**config.mk**
```make
export PLATFORM = sky130hd
export DESIGN_NAME = op_dispatcher
export DESIGN_NICKNAME = d
export VERILOG_FILES = /design/src/rtl/op_dispatcher.sv
export SDC_FILE = /design/constraint.sdc
export NUM_CORES = 1
export LEC_CHECK = 0
export ABC_AREA = 1
export CORE_AREA = 2 2 308 234
export DETAILED_ROUTE_END_ITERATION = 6
export DIE_AREA = 0 0 310 236
export GPL_ROUTABILITY_DRIVEN = 1
export HOLD_SLACK_MARGIN = 0.02
export PLACE_DENSITY = 0.61
export SLEW_MARGIN = 15
export SYNTH_ARGS = -nofsm -noshare
export SYNTH_HDL_FRONTEND = slang
export SYNTH_SLANG_ARGS = --single-unit
```
**constraint.sdc**
```tcl
create_clock -name clk -period 11.2 [get_ports clk]
set_input_delay 2.8 -clock clk [delete_from_list [all_inputs] [get_ports clk]]
set_output_delay 2.8 -clock clk [all_outputs]
set_load 0.05 [all_outputs]
```
**src/rtl/op_dispatcher.sv**
```systemverilog
// Command front-end for the priority calculator: buffers tagged commands in an
// in-order FIFO and issues them one at a time to the add/sub/mul request ports.
module op_dispatcher #(
    parameter int WIDTH = 64,
    parameter int DEPTH = 4
) (
    input  logic                           clk,
    input  logic                           rst_n,
    input  logic                           cmd_valid,
    output logic                           cmd_ready,
    input  logic [1:0]                     cmd_op,
    input  logic [WIDTH-1:0]               cmd_a,
    input  logic [WIDTH-1:0]               cmd_b,
    output logic                           add_valid,
    input  logic                           add_ack,
    output logic [WIDTH-1:0]               add_a,
    output logic [WIDTH-1:0]               add_b,
    output logic                           sub_valid,
    input  logic                           sub_ack,
    output logic [WIDTH-1:0]               sub_a,
    output logic [WIDTH-1:0]               sub_b,
    output logic                           mul_valid,
    input  logic                           mul_ack,
    output logic [WIDTH-1:0]               mul_a,
    output logic [WIDTH-1:0]               mul_b,
    output logic [$clog2(DEPTH+1)-1:0]     fifo_level,
    output logic [15:0]                    drop_count
);

    localparam int PW = $clog2(DEPTH);
    localparam int LW = $clog2(DEPTH+1);

    localparam logic [0:0] IDLE  = 1'b0;
    localparam logic [0:0] ISSUE = 1'b1;

    localparam logic [1:0] OP_ADD = 2'd0;
    localparam logic [1:0] OP_SUB = 2'd1;
    localparam logic [1:0] OP_MUL = 2'd2;
    localparam logic [1:0] OP_ILL = 2'd3;

    logic [0:0]       state;
    logic [1:0]       mem_op [DEPTH];
    logic [WIDTH-1:0] mem_a  [DEPTH];
    logic [WIDTH-1:0] mem_b  [DEPTH];
    logic [PW-1:0]    wr_ptr;
    logic [PW-1:0]    rd_ptr;
    logic [LW-1:0]    level;
    logic [1:0]       hold_op;
    logic [WIDTH-1:0] hold_a;
    logic [WIDTH-1:0] hold_b;
    logic [15:0]      drop_cnt;

    logic             push;
    logic             pop;
    logic [1:0]       head_op;
    logic             acked;

    // Ready is decoded from the registered level only, so a same-cycle pop
    // never lets a push through when full.
    assign cmd_ready = (level < LW'(DEPTH));
    assign push      = cmd_valid && cmd_ready;
    assign pop       = (state == IDLE) && (level != '0);
    assign head_op   = mem_op[rd_ptr];

    always_comb begin
        acked = 1'b0;
        unique case (hold_op)
            OP_ADD:  acked = add_ack;
            OP_SUB:  acked = sub_ack;
            OP_MUL:  acked = mul_ack;
            default: acked = 1'b0;
        endcase
    end

    always_ff @(posedge clk) begin
        if (push) begin
            mem_op[wr_ptr] <= cmd_op;
            mem_a[wr_ptr]  <= cmd_a;
            mem_b[wr_ptr]  <= cmd_b;
        end
    end

    always_ff @(posedge clk or negedge rst_n) begin
        if (!rst_n) begin
            wr_ptr <= '0;
            rd_ptr <= '0;
            level  <= '0;
        end else begin
            if (push) wr_ptr <= wr_ptr + PW'(1);
            if (pop)  rd_ptr <= rd_ptr + PW'(1);
            unique case ({push, pop})
                2'b10:   level <= level + LW'(1);
                2'b01:   level <= level - LW'(1);
                default: level <= level;
            endcase
        end
    end

    always_ff @(posedge clk or negedge rst_n) begin
        if (!rst_n) begin
            state    <= IDLE;
            hold_op  <= '0;
            hold_a   <= '0;
            hold_b   <= '0;
            drop_cnt <= '0;
        end else if (state == IDLE) begin
            if (pop) begin
                if (head_op == OP_ILL) begin
                    if (drop_cnt != '1) drop_cnt <= drop_cnt + 16'd1;
                end else begin
                    hold_op <= head_op;
                    hold_a  <= mem_a[rd_ptr];
                    hold_b  <= mem_b[rd_ptr];
                    state   <= ISSUE;
                end
            end
        end else begin
            if (acked) state <= IDLE;
        end
    end

    assign add_valid  = (state == ISSUE) && (hold_op == OP_ADD);
    assign sub_valid  = (state == ISSUE) && (hold_op == OP_SUB);
    assign mul_valid  = (state == ISSUE) && (hold_op == OP_MUL);
    assign add_a      = hold_a;
    assign add_b      = hold_b;
    assign sub_a      = hold_a;
    assign sub_b      = hold_b;
    assign mul_a      = hold_a;
    assign mul_b      = hold_b;
    assign fifo_level = level;
    assign drop_count = drop_cnt;

endmodule
```
==> impl_metrics.yaml, run 1 <==
run_status:
  status: "finished, final reports clean"
synth:
  ys_async_sr_fraction: 0.228
  synth.most_common_cell: "edfxtp_1"
  yosys-top-cells-count: "edfxtp_1 (520), nand2_1 (340), nor2_1 (282)"
  syn_nets: 2444
  synth_top_area_share: 0.562
  synth-seq-cells: 674
  synth_area_um2: 27800
  synth_top_area_cell: "edfxtp_1"
  netlist-cell-type-count: 30
  ys_seq_area_frac: 0.701
  yosys_most_used_dff: "edfxtp_1"
  synth-edff-count: 520
  yosys_warnings: 0
  synth.area.top_cells: "edfxtp_1 (56%), dfrtp_1 (14%), buf_4 (7.5%)"
  syn_area_per_cell_um2: 12.1
  synthCells: 2301
global_route:
  grt_start_max_net_pins: 163
  grt_pass1_vias: 17600
  antenna_found_initial: 13
  grt_pass1_wl_um: 102000
  grt_usage: 0.180
  grt_remaining_overflow: 0
run:
  maxCapViolations: 0
route:
  vias_per_cell: 4.97
  postRouteAntennaNets: 0
  vias: 17700
  dr.first_iter.drc_count: 1199
  drc: 0
  routed_wl_um: 67500
  routedWlPerCell_um: 19.0
  detail_route.first_pass.iterations: 5
floorplan:
  core_area_um2: 70600
  die_h_um: 236
  initial_utilization: 0.393
  pin_count: 543
  die_x_um: 310
  die_area_um2: 73200
  rows: 85
timing:
  fmax_ghz: 0.184
  finalCritPeriodShare: 0.484
  skew_ns: 0.0187
  finalMaxSlewViolations: 0
  maxSlewHeadroom: 0.267
  setup_tns_ns: 0
  worstMarginPinSlew_ns: 1.10
  final-setup-viol-count: 0
  rsz0062_at_grt: "no"
  period_minus_slack_ns: 5.43
  hold_viol_final: 0
critical_path:
  critPathMaxStageDelay_ns: 0.93
  cpMaxStageDelayCell: "buf_4"
  end_kind: "flip-flop"
  worstSetupStartpointType: "input port"
  path_cells: "clkdlybuf4s50_1, nand2_1, nor2_4, buf_4, buf_4"
  crit_path_frequent_cell: "buf_4"
  cp.arrival_ns: 5.65
  cp_max_fo: 67
  crit_type: "input port to flip-flop"
  cp.required_ns: 11.42
clocking:
  ctsHoldBuffers: 0
  cts_buffers: 68
  cts.clk_slew.worst_paths_ns: 0.06
  cts_buffer_depth: 3
  cts_root_buf: "clkbuf_16"
  cts_tree: "built"
  clock_sinks: 674
  cts_resized: 0
  h-tree-depth: 3
  worstSkewPairLatency_ns: 0.62
  cts_setup_buffers: 0
final_layout:
  final_layout_size_suffix_gt1_frac: 0.0546
  area_growth_pct: 23.5
  nets: 2686
worst_hold_path:
  min_path_type: "flip-flop to flip-flop"
placement:
  port_buffers: 542
  gp_congestion: 0.778
  hpwlAfterDp_um: 39400
-- cell usage in the layout (no fill, tap or decap), types with 2 or more instances in the layout --
cell,count
dfrtp_4,2
clkbuf_16,69
diode_2,3
xnor2_1,3
inv_16,2
inv_1,25
clkdlybuf4s50_1,541
nand4_1,4
bufinv_16,7
inv_2,2
o21ai_0,252
inv_6,3
dfrtp_1,152
edfxtp_1,520
clkbuf_1,13
clkinvlp_4,3
ha_1,6
nand2_1,340
nand3b_1,2
nor3_1,3
clkinv_1,6
nor2_1,278
nor2_4,6
buf_4,18
xor2_1,6
clkbuf_8,4
clkinv_4,7
clkinv_2,11
o21ai_1,8
nand3_1,165
a21oi_1,2
o22ai_1,128
-- worst paths after layout --
kind,from,end,slack [ns],cells past startpoint
hold / removal,fifo_level[0],fifo_level[0],0.51,1
setup / recovery,cmd_valid,mem_a[1][40],5.77,5
setup reg to reg,rd_ptr[0],add_b[1],6.78,10
max in group asynchronous,rst_n,add_b[28],7.90,2
min in group asynchronous,rst_n,drop_count[9],2.08,1
hold reg to reg,fifo_level[0],fifo_level[0],0.51,1
-- metrics by stage --
| step | util | cell area (um2) | cells | hold WS [ns] | setup WS, ns |
|---|---|---|---|---|---|
| 6_report | 0.486 | 34300 | 3559 | 0.514 | 5.77 |
| 5_1_grt | 0.485 | 34300 | 3558 | 0.537 | 5.63 |
| 4_1_cts | 0.485 | 34300 | 3556 | 0.522 | 5.75 |
| 3_5_place_dp | 0.453 | 32000 | 3430 | 0.511 | 5.10 |
| 3_3_place_gp | 0.453 | 32000 | 3430 | 0.497 | 5.12 |
| 2_1_floorplan | - | 27800 | 2301 | 0.531 | 2.16 |
-- layout make-up --
class | instances | area (um2)
diodes | 3 | 7.51
flip-flops and latches | 674 | 19500
clock inverters | 40 | 475
well taps | 957 | 1200
fillers | 6206 | 36300
repair buffers | 560 | 5560
clock buffers | 86 | 1830
multi-input cells | 1209 | 5610
inverters | 30 | 128
-- routing by layer --
layer  up-vias  wire length (um)  global-route usage
li1       8320                 -                   -
met1      8784             28400               0.233
met3       103              4100              0.0400
met2       473             33600               0.306
met4        16              1270              0.0492
met5         -               117                   0
-- logic make-up (layout without fill, tap and decap cells) --
kind of cell,Yosys count,count (layout),share of synthesized area
buffers and inverters,418,716,0.0984
AOI/OAI and AO/OA,392,392,0.0766
and+or+nand+nor,801,801,0.117
other,0,3,0
adders and majority gates,7,7,0.00343
DFF,674,674,0.701
xor gates and xnor gates,9,9,0.00284
-- sequential cells by signal, summed over array words and instances, names as in the netlist --
signal	cells
add_a	64
add_b	64
drop_count	16
fifo_level	3
hold_op	2
mem_a	256
mem_b	256
mem_op	8
rd_ptr	2
state	1
wr_ptr	2
-- worst max-delay path: cells and delay by family --
family	cells	cell delay, ns
buffers and inverters	3	2.15
AND/OR/NAND/NOR	2	0.51
Power of run 1 is not shown: default switching activity piles up to over one toggle a cycle in this logic, so the estimate is an artifact.
==> inputs of run 2 (changes only) <==
- clock period: 11.2 -> 5.34 ns (I/O delays scaled with it)
==> run 2 against run 1 <==
Compared with the run above:
- flip-flop and latch count is the same
- design area grew 0.37%
- sequential share of layout area shrank 0.21 points
- worst hold slack gained 0.014 ns
- worst setup slack lost 3.9 ns
- first-iteration DRC count shrank 9.1%
- die area is the same
- global-route usage shrank 0.20 points
- register-to-register slack lost 5.0 ns
- final cell count is essentially flat
- critical path type is now flip-flop to flip-flop
- largest cell class unchanged
- core utilization grew 0.18 points
- count of clock-buffer cells in the layout grew 11
==> impl_metrics.yaml, run 2 (synthesized netlist as in run 1, its figures left out) <==
critical_path:
  worstSetupStartpointType: "flip-flop"
  crit_path_frequent_cell: "nand2_1"
  critPathBufInv: 2
  end_kind: "flip-flop"
  critPathMaxStageDelay_ns: 0.74
  crit_type: "flip-flop to flip-flop"
  cpMaxStageDelayCell: "dfrtp_4"
  cp.arrival_ns: 4.04
  path_cells: "inv_8, nand2_1, nand2_1, nand2_1, nand2_1, nand2_8, nand2_4, buf_12, nand2_1, nand2_1"
  cp.required_ns: 5.86
  cpLargestDelayFamily: "simple AND/OR/NAND/NOR gates"
  cp_max_fo: 94
run:
  maxCapViolations: 0
route:
  detail_route.first_pass.iterations: 5
  dr.first_iter.drc_count: 1090
  vias: 17800
  routedWlPerCell_um: 18.9
  vias_per_cell: 5.00
  routed_wl_um: 67200
  postRouteAntennaNets: 0
  drc: 0
global_route:
  antenna_found_initial: 10
  grt_pass1_wl_um: 101000
  grt_start_max_net_pins: 113
  grt_pass1_vias: 17300
  grt_usage: 0.178
  grt_remaining_overflow: 0
placement:
  dpl.cell_count: 3432
  hpwlAfterDp_um: 39200
  port_buffers: 542
  gp_congestion: 0.742
  post-place-ws_ns: 1.66
timing:
  period_minus_slack_ns: 3.51
  finalMaxSlewViolations: 0
  hold_viol_final: 0
  maxSlewHeadroom: 0.316
  skew_ns: 0.0150
  rsz0062_at_grt: "no"
  finalCritPeriodShare: 0.658
  setup_tns_ns: 0
  fmax_ghz: 0.285
  fin_ws_ns: 1.83
  final-setup-viol-count: 0
  worstMarginPinSlew_ns: 1.03
clocking:
  cts.clk_slew.worst_paths_ns: 0.06
  ctsHoldBuffers: 0
  cts_resized: 0
  cts_buffers: 67
  h-tree-depth: 3
  cts_tree: "built"
  cts_setup_buffers: 0
  cts_buffer_depth: 3
  worstSkewPairLatency_ns: 0.60
  cts_root_buf: "clkbuf_16"
  clock_sinks: 674
floorplan:
  rows: 85
  die_area_um2: 73200
  core_area_um2: 70600
  die_x_um: 310
  die_h_um: 236
  initial_utilization: 0.393
  pin_count: 543
final_layout:
  layout_commonest_cell: "clkdlybuf4s50_1"
  area_growth_pct: 24.0
  final_layout_size_suffix_gt1_frac: 0.0535
  top_regs: "mem_a x256, mem_b x256"
  filler_cell_count: 6205
  mostFrequentLayoutCells: "clkdlybuf4s50_1 (541), edfxtp_1 (520), nand2_1 (340)"
  final_cells: 3562
  nets: 2687
worst_hold_path:
  min_path_type: "flip-flop to flip-flop"
run_status:
  status: "finished, final reports clean"
==> run 2: final timing paths <==
check	start	end	slack [ns]	cells after the start
hold reg to reg	fifo_level[0]	fifo_level[0]	0.53	1
setup reg to reg	rd_ptr[0]	add_a[15]	1.83	10
hold / removal	fifo_level[0]	fifo_level[0]	0.53	1
setup / recovery	rd_ptr[0]	add_a[15]	1.83	10
min in group asynchronous	rst_n	drop_count[14]	0.78	1
max in group asynchronous	rst_n	add_b[25]	3.60	2
==> run 2: metrics by stage <==
| stage | hold WS [ns] | cell area (um2) | util |
|---|---|---|---|
| 2_1_floorplan | 0.531 | 27800 | - |
| 4_1_cts | 0.535 | 34400 | 0.487 |
| 5_1_grt | 0.558 | 34400 | 0.487 |
| 3_3_place_gp | 0.492 | 32100 | 0.455 |
| 6_report | 0.528 | 34400 | 0.487 |
| 3_5_place_dp | 0.520 | 32100 | 0.455 |
==> run 2: per-layer routing <==
metal,track usage,share of wire
met5,0,0.0011
met4,0.0548,0.023
met3,0.0363,0.058
met2,0.303,0.50
met1,0.229,0.42
==> run 2: layout make-up <==
| cell class | instances | area (um2) | share of cell area |
|---|---|---|---|
| multi-input combinational | 1209 | 5610 | 0.163 |
| sequential | 674 | 19500 | 0.566 |
| inverter | 30 | 128 | 0.00371 |
| clock buffer | 97 | 1940 | 0.0564 |
| antenna | 7 | 17.5 | 0.000509 |
| timing repair buffer | 562 | 5730 | 0.167 |
| tap | 957 | 1200 | 0.0348 |
| clock inverter | 26 | 312 | 0.00905 |
==> run 2: worst reg2reg max path: stages, from the launching register on <==
cell	delay [ns]
dfrtp_4	0.74
inv_8	0.41
nand2_1	0.21
nand2_1	0.09
nand2_1	0.05
nand2_1	0.17
nand2_8	0.45
nand2_4	0.62
buf_12	0.45
nand2_1	0.15
nand2_1	0.10
Power of run 2 is left out for the same reason.
